<file path="config.mk">
export PLATFORM = sky130hd
export DESIGN_NAME = gf_mult_arbiter
export DESIGN_NICKNAME = d
export VERILOG_FILES = /design/src/rtl/gf_mult_pkg.sv /design/src/rtl/rr_arbiter.sv /design/src/rtl/gf_mult_arbiter.sv
export SDC_FILE = /design/constraint.sdc
export NUM_CORES = 1
export LEC_CHECK = 0
export CELL_PAD_IN_SITES_DETAIL_PLACEMENT = 0
export CELL_PAD_IN_SITES_GLOBAL_PLACEMENT = 1
export CORE_AREA = 3 3 764 766
export CTS_BUF_LIST = sky130_fd_sc_hd__clkbuf_4 sky130_fd_sc_hd__clkbuf_8
export DETAILED_ROUTE_END_ITERATION = 10
export DIE_AREA = 0 0 767 769
export HOLD_SLACK_MARGIN = 0.15
export MAX_ROUTING_LAYER = met4
export PLACE_DENSITY_LB_ADDON = 0.05
export SYNTH_ARGS = -nofsm -noshare
export SYNTH_HDL_FRONTEND = slang
export SYNTH_SLANG_ARGS = --single-unit
</file>
<file path="constraint.sdc">
create_clock -name clk -period 6.05 [get_ports clk]
set_input_delay 0.9075 -clock clk [delete_from_list [all_inputs] [get_ports clk]]
set_output_delay 0.9075 -clock clk [all_outputs]
set_load 0.01 [all_outputs]
</file>
<file path="src/rtl/gf_mult_pkg.sv">
// Shared definitions for the GF(2^M) multiplier arbiter: field width,
// controller state encoding and timeout-timer width.
package gf_mult_pkg;

  localparam int M       = 163;
  localparam int TIMER_W = 8;

  typedef enum logic [1:0] {
    IDLE  = 2'd0,
    RUN   = 2'd1,
    RESP  = 2'd2,
    ABORT = 2'd3
  } state_t;

  typedef logic [TIMER_W-1:0] timer_t;

endpackage

</file>
<file path="src/rtl/rr_arbiter.sv">
// Combinational round-robin pick: the first requester at or after ptr,
// wrapping at N_REQ-1, wins.
module rr_arbiter #(
  parameter int N_REQ = 4,
  localparam int IDX_W = (N_REQ > 1) ? $clog2(N_REQ) : 1
) (
  input  logic [N_REQ-1:0] req,
  input  logic [IDX_W-1:0] ptr,
  output logic [N_REQ-1:0] grant,
  output logic [IDX_W-1:0] idx,
  output logic             found
);

  logic [IDX_W-1:0] cand;

  // NOTE: every output gets a default before the loop so no path infers a latch.
  always_comb begin
    grant = '0;
    idx   = '0;
    found = 1'b0;
    cand  = '0;
    for (int k = 0; k < N_REQ; k++) begin
      cand = IDX_W'((int'(ptr) + k) % N_REQ);
      if (!found && req[cand]) begin
        found       = 1'b1;
        grant[cand] = 1'b1;
        idx         = cand;
      end
    end
  end

endmodule

</file>
<file path="src/rtl/gf_mult_arbiter.sv">
// Shares one GF(2^M) multiplier among N_REQ requesters: round-robin grant,
// run with a timeout, then a one-cycle response and multiplier re-arm.
module gf_mult_arbiter
  import gf_mult_pkg::*;
#(
  parameter int N_REQ   = 4,
  parameter int M       = gf_mult_pkg::M,
  parameter int TIMEOUT = 200
) (
  input  logic               clk,
  input  logic               rst_n,
  input  logic [N_REQ-1:0]   req_valid,
  input  logic [N_REQ*M-1:0] req_a,
  input  logic [N_REQ*M-1:0] req_b,
  output logic [N_REQ-1:0]   req_ready,
  output logic [N_REQ-1:0]   rsp_valid,
  output logic [M-1:0]       rsp_z,
  output logic               rsp_err,
  output logic [M-1:0]       mult_a,
  output logic [M-1:0]       mult_b,
  output logic               mult_start,
  output logic               mult_rst,
  input  logic [M-1:0]       mult_z,
  input  logic               mult_done,
  output logic               busy
);

  localparam int IDX_W = (N_REQ > 1) ? $clog2(N_REQ) : 1;

  state_t           state;
  timer_t           timer;
  logic [IDX_W-1:0] ptr;
  logic [IDX_W-1:0] gidx;
  logic             mult_rst_q;

  logic [N_REQ-1:0] arb_grant;
  logic [IDX_W-1:0] arb_idx;
  logic             arb_found;
  logic [M-1:0]     sel_a;
  logic [M-1:0]     sel_b;

  rr_arbiter #(.N_REQ(N_REQ)) u_rr_arbiter (
    .req   (req_valid),
    .ptr   (ptr),
    .grant (arb_grant),
    .idx   (arb_idx),
    .found (arb_found)
  );

  always_comb begin
    sel_a = '0;
    sel_b = '0;
    for (int i = 0; i < N_REQ; i++) begin
      if (arb_idx == IDX_W'(i)) begin
        sel_a = req_a[i*M +: M];
        sel_b = req_b[i*M +: M];
      end
    end
  end

  // NOTE: non-blocking assignments so every register samples pre-edge values.
  always_ff @(posedge clk or negedge rst_n) begin
    if (!rst_n) begin
      state      <= IDLE;
      timer      <= '0;
      ptr        <= '0;
      gidx       <= '0;
      req_ready  <= '0;
      rsp_valid  <= '0;
      rsp_z      <= '0;
      rsp_err    <= 1'b0;
      mult_a     <= '0;
      mult_b     <= '0;
      mult_start <= 1'b0;
      mult_rst_q <= 1'b0;
    end else begin
      req_ready  <= '0;
      rsp_valid  <= '0;
      rsp_err    <= 1'b0;
      mult_rst_q <= 1'b0;
      case (state)
        IDLE: begin
          if (arb_found) begin
            req_ready  <= arb_grant;
            mult_a     <= sel_a;
            mult_b     <= sel_b;
            gidx       <= arb_idx;
            ptr        <= (arb_idx == IDX_W'(N_REQ-1)) ? '0 : arb_idx + IDX_W'(1);
            timer      <= '0;
            mult_start <= 1'b1;
            state      <= RUN;
          end
        end
        RUN: begin
          timer <= timer + timer_t'(1);
          // A completion in the last timer cycle still counts as success.
          if (mult_done) begin
            rsp_z      <= mult_z;
            rsp_valid  <= N_REQ'(1) << gidx;
            mult_start <= 1'b0;
            mult_rst_q <= 1'b1;
            state      <= RESP;
          end else if (timer == timer_t'(TIMEOUT-1)) begin
            rsp_z      <= '0;
            rsp_valid  <= N_REQ'(1) << gidx;
            rsp_err    <= 1'b1;
            mult_start <= 1'b0;
            mult_rst_q <= 1'b1;
            state      <= ABORT;
          end
        end
        RESP, ABORT: state <= IDLE;
        default:     state <= IDLE;
      endcase
    end
  end

  // The multiplier's done flag only clears on reset, so hold it in reset
  // whenever this block is in reset, not just during the re-arm cycle.
  assign mult_rst = !rst_n || mult_rst_q;
  assign busy     = (state != IDLE);

endmodule

</file>
After elaboration in Yosys (flattened, before gate mapping). Cells that the tools add are included.

Flip-flop bits (word level): 514. Output and inout bits: 501. Input bits: 1474.

Eq/ne operators: 9. Multiplexer cells: 59. Shift-type cells: 1. Add/subtract/negate cells: 5. Reduce and logical (&&, ||, !) cells: 23. Magnitude comparators: 8. Bitwise logic cells: 3.

Operators with widths (number): two-way mux 163 bit (10); two-way mux 4 bit (9); two-way mux 1 bit (20); two-way mux 2 bit (8); one-hot mux 8 bit (2 select lines) (1); less-than comparator 2 x 3 -> 1 bit (second input constant) (4); bitwise OR 4 bit (3); adder 8 x 1 -> 8 bit (second input constant) (1); binary-select mux 1 bit (select 2 bit) (4); demux 1 bit (select 2 bit) (4); == test 2 bit (second input constant) (4); == test 8 bit (second input constant) (1); >= comparator 2 x 1 -> 1 bit (second input constant) (4); two-way mux 8 bit (1); AND reduction 2 bit (4); logical AND 1 bit (7); one-hot mux 2 bit (3 select lines) (1); nonzero test 2 bit (3); adder 2 x 1 -> 2 bit (second input constant) (2); adder 2 bit (second input constant) (2); == test 2 x 1 -> 1 bit (second input constant) (2); logical NOT 1 bit (4); logical NOT 2 bit (2); << shifter 1 x 2 -> 4 bit (first input constant) (1); 6 further kinds (6).

Longest topological paths before layout. Gate-level depths: netlist of the first run.

Depth in word-level cells: 17. Depth in mapped cells: 15.

Hierarchy. From an unflattened synthesis of the first run, not the netlist that was laid out.

Cell total of the unflattened synthesis: 3781. Area total of the unflattened synthesis: 31744.2 um^2.

Modules (own cells, without submodules): gf_mult_arbiter (cells an instance 3736, area an instance 31325.0 um^2, seq. area each 12862.3 um^2, instances 1); rr_arbiter (cells an instance 45, area an instance 419.2 um^2, seq. area each 0.0 um^2, instances 1).

Worst setup path after synthesis of the first run. OpenSTA, ideal clock, no wires.

Path kind: input to register. Start point: input req_valid[0]. End point: register mult_b[74]. Arrival: 3.421 ns. Setup slack: 2.546 ns. Stages on the path: 12. Library setup time: 0.083 ns. Data required time: 5.967 ns. Buffers on the path: 4. Cell sequence: clkbuf_1 mux4_2 nor2b_4 o21ai_0 and2_1 ha_1 buf_2 clkbuf_1 clkbuf_1 a221oi_1 o31a_1 o21ai_0.

Word-level cells in the longest chain between the ends: 17. Elaborated cells on any way between the ends: 31.

RTL lines: start, declared (RTL line gf_mult_arbiter.sv:12) `input logic [N_REQ-1:0] req_valid,`; binary-select mux 1 bit (select 2 bit) (RTL line rr_arbiter.sv:24) `if (!found && req[cand]) begin`; two-way mux 1 bit (implied by the code) (RTL line rr_arbiter.sv:24); two-way mux 1 bit (RTL line rr_arbiter.sv:24); logical NOT 1 bit (RTL line rr_arbiter.sv:24); logical AND 1 bit (RTL line rr_arbiter.sv:24); two-way mux 1 bit (RTL line rr_arbiter.sv:24); logical NOT 1 bit (RTL line rr_arbiter.sv:24); logical AND 1 bit (RTL line rr_arbiter.sv:24); two-way mux 1 bit (RTL line rr_arbiter.sv:24); logical NOT 1 bit (RTL line rr_arbiter.sv:24); logical AND 1 bit (RTL line rr_arbiter.sv:24); two-way mux 2 bit (RTL line rr_arbiter.sv:24); logical NOT 2 bit (RTL line gf_mult_arbiter.sv:54) `if (arb_idx == IDX_W'(i)) begin`; two-way mux 163 bit (4 in series) (RTL line gf_mult_arbiter.sv:54); end signal, assigned (RTL line gf_mult_arbiter.sv:86) `mult_b <= sel_b;`; end, declared (RTL line gf_mult_arbiter.sv:20) `output logic [M-1:0] mult_b,`.

Parallel ways exist; a longest one is shown, timed or not. The select of a mux whose other input is x is not followed. A chain may end at the register's enable or synchronous reset.

Final worst setup path of the first run.
Start point: register ptr[0]. End point: register mult_b[71].

Word-level cells in the longest chain between the ends: 17. Elaborated cells on any way between the ends: 34.

RTL lines: start, declared (RTL line gf_mult_arbiter.sv:32) `logic [IDX_W-1:0] ptr;`; start signal, assigned (RTL line gf_mult_arbiter.sv:88) `ptr <= (arb_idx == IDX_W'(N_REQ-1)) ? '0 : arb_idx + IDX_W'(1);`; parallel branches: the longest is 17 deep, another holds adder 2 x 1 -> 2 bit.

Several ways; the timed one is not identified. The select of a mux whose other input is x is not followed.

==> key figures, run 1 <==
Route
  – Via Count: 37900
  – Avg WL per Cell: 30.9 µm
  – Post-route antenna net violation count: 0
  – Via/cell ratio: 2.82
  – # DRC: 0
  – DR pass1 iterations: 5
  – Detailed Route Iter0 Violations: 2005
  – WL final: 415 mm

Clock tree
  – Root buf cell: clkbuf_8
  – CTS resizes: 0
  – Skew-Pair Late Insertion Delay: 1030 ps
  – Number of CTS-inserted buffers: 160
  – CTS tree: built
  – Clock Sinks: 514
  – H-tree depth: 4
  – CTS max path bufs: 4
  – Reg clk slew, reported paths: 60 ps

STA
  – Finish-stage setup viols: 0
  – Fin Setup TNS: 0 ps
  – Actual slew at the worst max-slew pin: 1240 ps
  – Pins Over Slew Limit: 0
  – Tmin final: 5100 ps
  – Worst rel slew slack: 17.3%
  – Final period util: 84.4%
  – Fin Hold WS: 351 ps
  – Fmax achieved: 0.196 GHz
  – Final hold vios: 0
  – Unrepaired setup endpoints after global routing: false
  – Clk_skew: 122 ps

Worst setup path
  – Reg2reg end: mult_b[71]
  – CP Class: register to register
  – CP Capture Type: register
  – Worst-path cell chain: inv_1 > ha_1 > mux4_2 > nor2b_4 > o21ai_0 > and2_1 > ha_4 > buf_12 > a221oi_1 > o31a_1 > o21ai_0
  – R2R Setup Slk: 950 ps
  – CP max stage delay: 990 ps
  – Setup crit end: mult_b[71]
  – Crit-path max FO: 63
  – CP arrival: 5930 ps
  – Critical path's most frequent cell: o21ai_0
  – Number of stages on the worst setup path: 11
  – Crit-path slowest cell: a221oi_1
  – Worst R2R Start: ptr[0]
  – Worst EP required: 6880 ps
  – Worst Path Buf+Inv: 2
  – Critical Path Source Type: register
  – Worst Setup SP: ptr[0]
  – Top cell family by delay on the critical path: compound AO/OA/AOI/OAI gates
  – Cell count of the worst reg-to-reg path: 11

Pwr
  – Power per Cell Area: 578 nW/µm²
  – Clock share of power: 16.1%
  – Sw frac: 50.3%
  – P_leak: 21.8 nW
  – Int Power: 0.0184 W
  – Max IR drop VDD: 0.327 mV
  – Gate power share: 67.0%
  – Sw Pwr: 0.0186 W
  – Sequential power share: 16.8%

Global routing
  – Largest net degree at the start of global routing: 99
  – Met3 global-route usage: 6.99%
  – Grt met2 use: 23.4%
  – Initial antenna violation count: 530
  – First-pass GRT wire length: 512 mm
  – Total congestion overflow: 0
  – GRT Overall Usage: 13.9%
  – Vias in the first global route: 39700
  – Grt peak-use layer: met2
  – Met1 usage: 14.9%

Layout
  – Nets@finish: 6843
  – Post-route cell area: 64100 µm²
  – Final core occ: 11.1%
  – Register area: 12900 µm²
  – Area of the multi-input gates: 16200 µm²
  – Final Non-Filler Cells: 13400
  – Filler cell count: 66400
  – Layout cells sized above 1: 7.93%
  – Layout area overhead: 108%

Synth
  – Gate Count Post-Synth: 3446
  – Sequential element share of the synthesized area: 41.6%
  – Synth Warn #: 0
  – Mapped Area: 30900 µm²
  – Mean Syn Cell Area: 8.97 µm²
  – Cell variety after synth: 44
  – Post-Syn Nets: 4933
  – Synth Register Bits: 514

Floorplanning
  – Die Footprint: 590000 µm²
  – Initial Utilization: 5.35%
  – Die X: 767 µm
  – I/O pins: 1975
  – Core Rows: 279
  – Die Ht: 769 µm
  – Total core area: 577000 µm²

Worst hold path
  – Hold Path Class: primary input to async pin

Flow run
  – Max-Cap Viols: 0

Placement
  – Placed Cells: 12900
  – I/O Buffers: 1974
  – Dpl hpwl: 348 mm
  – DP Area: 60100 µm²
  – RePlAce Congestion: 0.822

Status
  – Outcome: finished clean
[sequential cells by signal, summed over array words and instances (netlist names)]
register and count:
gidx 2, mult_a 163, mult_b 163, mult_rst_q 1, mult_start 1, ptr 2, req_ready 4, rsp_err 1
rsp_valid 4, rsp_z 163, state 2, timer 8
[how the worst min path moves through the flow]
| stage | cells after the start | endpoint | slack [ps] |
|---|---|---|---|
| after global routing | 2 | rsp_z[75] | 230 |
| final | 2 | rsp_z[75] | 350 |
| after global placement | 2 | mult_b[13] | 460 |
| after floorplan | 1 | timer[7] | 450 |
| after CTS | 2 | rsp_z[75] | 170 |
| after detailed placement | 2 | mult_b[31] | 470 |
[cells in the mapped netlist]
library cell,count,area share [%]
nor3_1,2,0.032
clkbuf_1,230,2.8
nor2_1,8,0.097
nor4bb_1,2,0.065
nor2b_1,654,13
nand2_2,1,0.020
o41ai_1,2,0.057
buf_2,55,0.89
buf_4,19,0.46
buf_8,3,0.15
o211ai_1,1,0.024
a221oi_1,330,9.4
mux2i_1,2,0.065
o21ai_1,206,3.3
nor2b_4,1,0.045
nand4_1,4,0.081
xor2_1,1,0.028
a31oi_1,2,0.040
nor4b_4,1,0.077
nor4_1,2,0.040
buf_1,11,0.13
ha_1,13,0.53
inv_1,7,0.085
a21oi_1,2,0.032
o21ai_0,143,2.3
or3_1,1,0.020
o2bb2ai_1,4,0.11
nand2_1,664,8.1
or4_4,1,0.036
buf_6,39,1.4
dfrtp_1,514,42
and2_1,2,0.040
nor3b_1,4,0.097
nand2b_1,3,0.061
a31o_1,1,0.028
mux4_2,4,0.29
and3_1,3,0.061
a32oi_1,1,0.028
a22o_1,163,4.6
a21o_1,1,0.024
clkbuf_2,11,0.18
a311oi_1,1,0.028
nand3_1,1,0.016
o31a_1,326,9.2
[layout make-up]
cell class / count / share of cell area (%)
clock buffers: 262 / 5.04
flip-flops and latches: 514 / 20.1
inverters: 7 / 0.0410
clock inverters: 16 / 0.228
repair buffers: 2116 / 33.3
well taps: 7727 / 15.1
diodes: 239 / 0.933
multi-input cells: 2557 / 25.3
[layer usage]
layer  share of wire (%)  up-vias  wire, µm
li1                    -    16800         -
met1                  39    18300    162000
met2                  48     2027    198000
met3                  11      709     45200
met4                 2.1        0      8810
met5                   0        -         0
[repair_timing]
action	CTS	global route
setup buffers	0	0
hold endpoints to repair	45	0
hold buffers	1	0
[cells in the final DEF, fill, tap and decap left out, drive strengths merged, types with 4 or more instances in the layout]
cell              n
nand2           665
nand4             4
inv              13
nor2              8
clkdlybuf4s50  1973
o31a            326
o21ai           349
nor3b             4
clkbuf          262
a22o            163
clkinv            8
diode           239
o2bb2ai           4
a221oi          330
buf             142
mux4              4
ha               13
dfrtp           514
nor2b           655
[metrics by stage]
stage          setup slack, ps  power, W
3_5_place_dp               739    0.0324
5_1_grt                    476    0.0402
2_1_floorplan             2550    0.0181
6_report                   946    0.0371
3_3_place_gp               754    0.0325
4_1_cts                    736    0.0390
[power groups by stage]
stage | registers, W | clock network, W | logic [W]
4_1_cts | 0.00634 | 0.00650 | 0.0261
6_report | 0.00624 | 0.00598 | 0.0248
3_5_place_dp | 0.00636 | 0 | 0.0260
3_3_place_gp | 0.00637 | 0 | 0.0262
5_1_grt | 0.00647 | 0.00657 | 0.0272
2_1_floorplan | 0.00656 | 0 | 0.0116
[cells by family after synthesis]
logic type               synth area share, %
AO/OA/AOI/OAI                           29.2
buffers and inverters                   6.11
adder cells (fa/ha/maj)                0.526
flip-flops                              41.6
AND/OR/NAND/NOR                         22.1
XOR/XNOR                              0.0284
multiplexers                           0.356
No activity file was read; power rests on OpenSTA's default activity.
==> inputs of run 2 (changes only) <==
- CORE_AREA: 3 3 764 766 -> 3 3 770 772
- DIE_AREA: 0 0 767 769 -> 0 0 773 775
- clock period: 6.05 -> 5.01 ns (I/O delays scaled with it)
==> run 2 against run 1 <==
  * Combinational power increased by 24%
  * Critical path depth increased by 3
  * Fmax increased by 8.3%
  * Flip-flop and latch count unchanged
  * Sequential share of layout area decreased by 0.36 points
  * Hold slack improved by 14 ps
  * Global-route usage decreased by 0.099 points
  * Clock power increased by 16%
  * Setup slack got worse by 650 ps
  * Die area increased by 1.6%
  * Largest power group unchanged
  * Highest routed layer unchanged
==> key figures, run 2 (same netlist as run 1, synthesis figures left out) <==
Worst hold path
  – WHS Endpoint: rsp_z[110]
  – Hold Crit Depth: 2
  – Hold_sp: mult_z[110]
  – Hold Path Class: primary input to register

Pwr
  – Power per Cell Area: 691 nW/µm²
  – Max IR drop VDD: 0.448 mV
  – P_leak: 22.3 nW

STA
  – Unrepaired setup endpoints after global routing: false
  – Finish-stage setup viols: 0
  – Final period util: 94.0%
  – Pins Over Slew Limit: 0
  – Final hold vios: 0
  – Fmax achieved: 0.212 GHz
  – Clk_skew: 115 ps
  – Actual slew at the worst max-slew pin: 1010 ps
  – Fin Hold WS: 365 ps
  – Worst rel slew slack: 32.8%
  – Tmin final: 4710 ps

Clock tree
  – Skew-Pair Late Insertion Delay: 1040 ps
  – Reg clk slew, reported paths: 60 ps
  – Number of CTS-inserted buffers: 158
  – Total setup buffers inserted after CTS: 0
  – H-tree depth: 4
  – CTS tree: built
  – CTS max path bufs: 4
  – Root buf cell: clkbuf_8
  – Clock Sinks: 514

Worst setup path
  – Crit-path max FO: 76
  – CP max stage delay: 610 ps
  – Cell count of the worst reg-to-reg path: 14
  – Crit-path slowest cell: dfrtp_1
  – Worst-path cell chain: inv_1 > ha_1 > mux4_2 > nor2b_4 > o21ai_0 > nand2_1 > ha_4 > buf_12 > buf_12 > buf_12 > nor2b_1 > a221oi_1 > o31a_1 > o21ai_1
  – Worst R2R Start: ptr[1]
  – Worst EP required: 5840 ps
  – CP Class: register to register
  – Critical Path Source Type: register
  – CP arrival: 5540 ps
  – Critical path's most frequent cell: buf_12
  – R2R Setup Slk: 300 ps
  – Reg2reg end: mult_b[159]
  – CP Capture Type: register

Route
  – Detailed Route Iter0 Violations: 1870
  – Post-route antenna net violation count: 0
  – WL final: 417 mm
  – DR pass1 iterations: 4
  – Via/cell ratio: 2.81
  – Avg WL per Cell: 30.7 µm
  – # DRC: 0
  – Via Count: 38200

Floorplanning
  – Die Footprint: 599000 µm²
  – Die Ht: 775 µm
  – I/O pins: 1975
  – Initial Utilization: 5.27%
  – Core Rows: 281
  – Die X: 773 µm
  – Total core area: 586000 µm²

Global routing
  – Largest net degree at the start of global routing: 104
  – GRT Overall Usage: 13.8%
  – Total congestion overflow: 0
  – First-pass GRT wire length: 518 mm
  – Initial antenna violation count: 523
  – Vias in the first global route: 40600

Layout
  – Layout cells sized above 1: 8.20%
  – Largest regs: mult_a (163), mult_b (163), rsp_z (163)
  – Layout area overhead: 111%
  – Nets@finish: 6969
  – Commonest non-fill, non-tap cells in the layout: clkdlybuf4s50_1, nand2_1, nor2b_1
  – Most common cell after layout, fill and taps aside: clkdlybuf4s50_1
  – Post-route cell area: 65300 µm²

Placement
  – Dpl hpwl: 352 mm
  – I/O Buffers: 1974
  – RePlAce Congestion: 0.800
  – DP Area: 60600 µm²

Flow run
  – Max-Cap Viols: 0

Status
  – Outcome: finished clean
run 2: worst max-delay path, delay by kind of cell (launching register included):
family                     cells  cell delay [ps]
and+or+nand+nor                3              660
AOI/OAI and AO/OA              4             1050
DFF                            1              610
buffers and inverters          4              900
muxes                          1              490
adders and majority gates      2              720
run 2: what timing repair did:
action / 4_1_cts / 5_1_grt
endpoints found under the hold margin: 293 / 0
hold buffers: 91 / 0
gates resized for setup: 0 / 0
endpoints found under the setup margin: 0 / 0
run 2: final cells by class:
type,count,area (µm²)
flip-flops and latches,514,12900
diodes,226,566
clock inverters,10,91.3
inverters,7,26.3
fillers,67600,520000
well taps,7782,9740
multi-input cells,2557,16200
clock buffers,254,3100
repair buffers,2244,22700
run 2: metrics by stage:
stage / instances / TNS (ps) / total power [W] / setup slack [ps] / utilization (%)
floorplan: 3446 / 0 / 0.0219 / 1580 / -
global placement: 13000 / 0 / 0.0399 / 0.117 / 10.3
detailed placement: 13000 / -59.1 / 0.0398 / -59.1 / 10.3
global route: 13600 / 0 / 0.0491 / 44.7 / 11.1
CTS: 13400 / 0 / 0.0475 / 182 / 11.0
finish: 13600 / 0 / 0.0451 / 299 / 11.1
run 2: routing by layer:
metal	GRT usage, %	share of wire, %
met2	23.6	49
met3	6.15	9.8
met1	15.2	40
met4	1.75	1.9
met5	-	0
run 2: how the worst max path moves through the flow:
stage / startpoint / slack [ps] / depth (start not counted) / to
finish: ptr[1] / 300 / 14 / mult_b[159]
global route: ptr[1] / 40 / 14 / mult_b[159]
CTS: ptr[1] / 180 / 14 / mult_b[159]
detailed placement: req_valid[3] / -60 / 13 / mult_b[159]
global placement: req_valid[3] / 0.1 / 13 / mult_b[159]
floorplan: ptr[0] / 1580 / 15 / mult_a[121]
run 2: power breakdown:
group | internal (W) | leakage [nW] | total [W] | switching (W)
Combinational | 0.0126 | 14.1 | 0.0307 | 0.0181
Sequential | 0.00612 | 6.49 | 0.00747 | 0.00135
Clock | 0.00386 | 1.70 | 0.00695 | 0.00309
Total | 0.0225 | 22.3 | 0.0451 | 0.0226
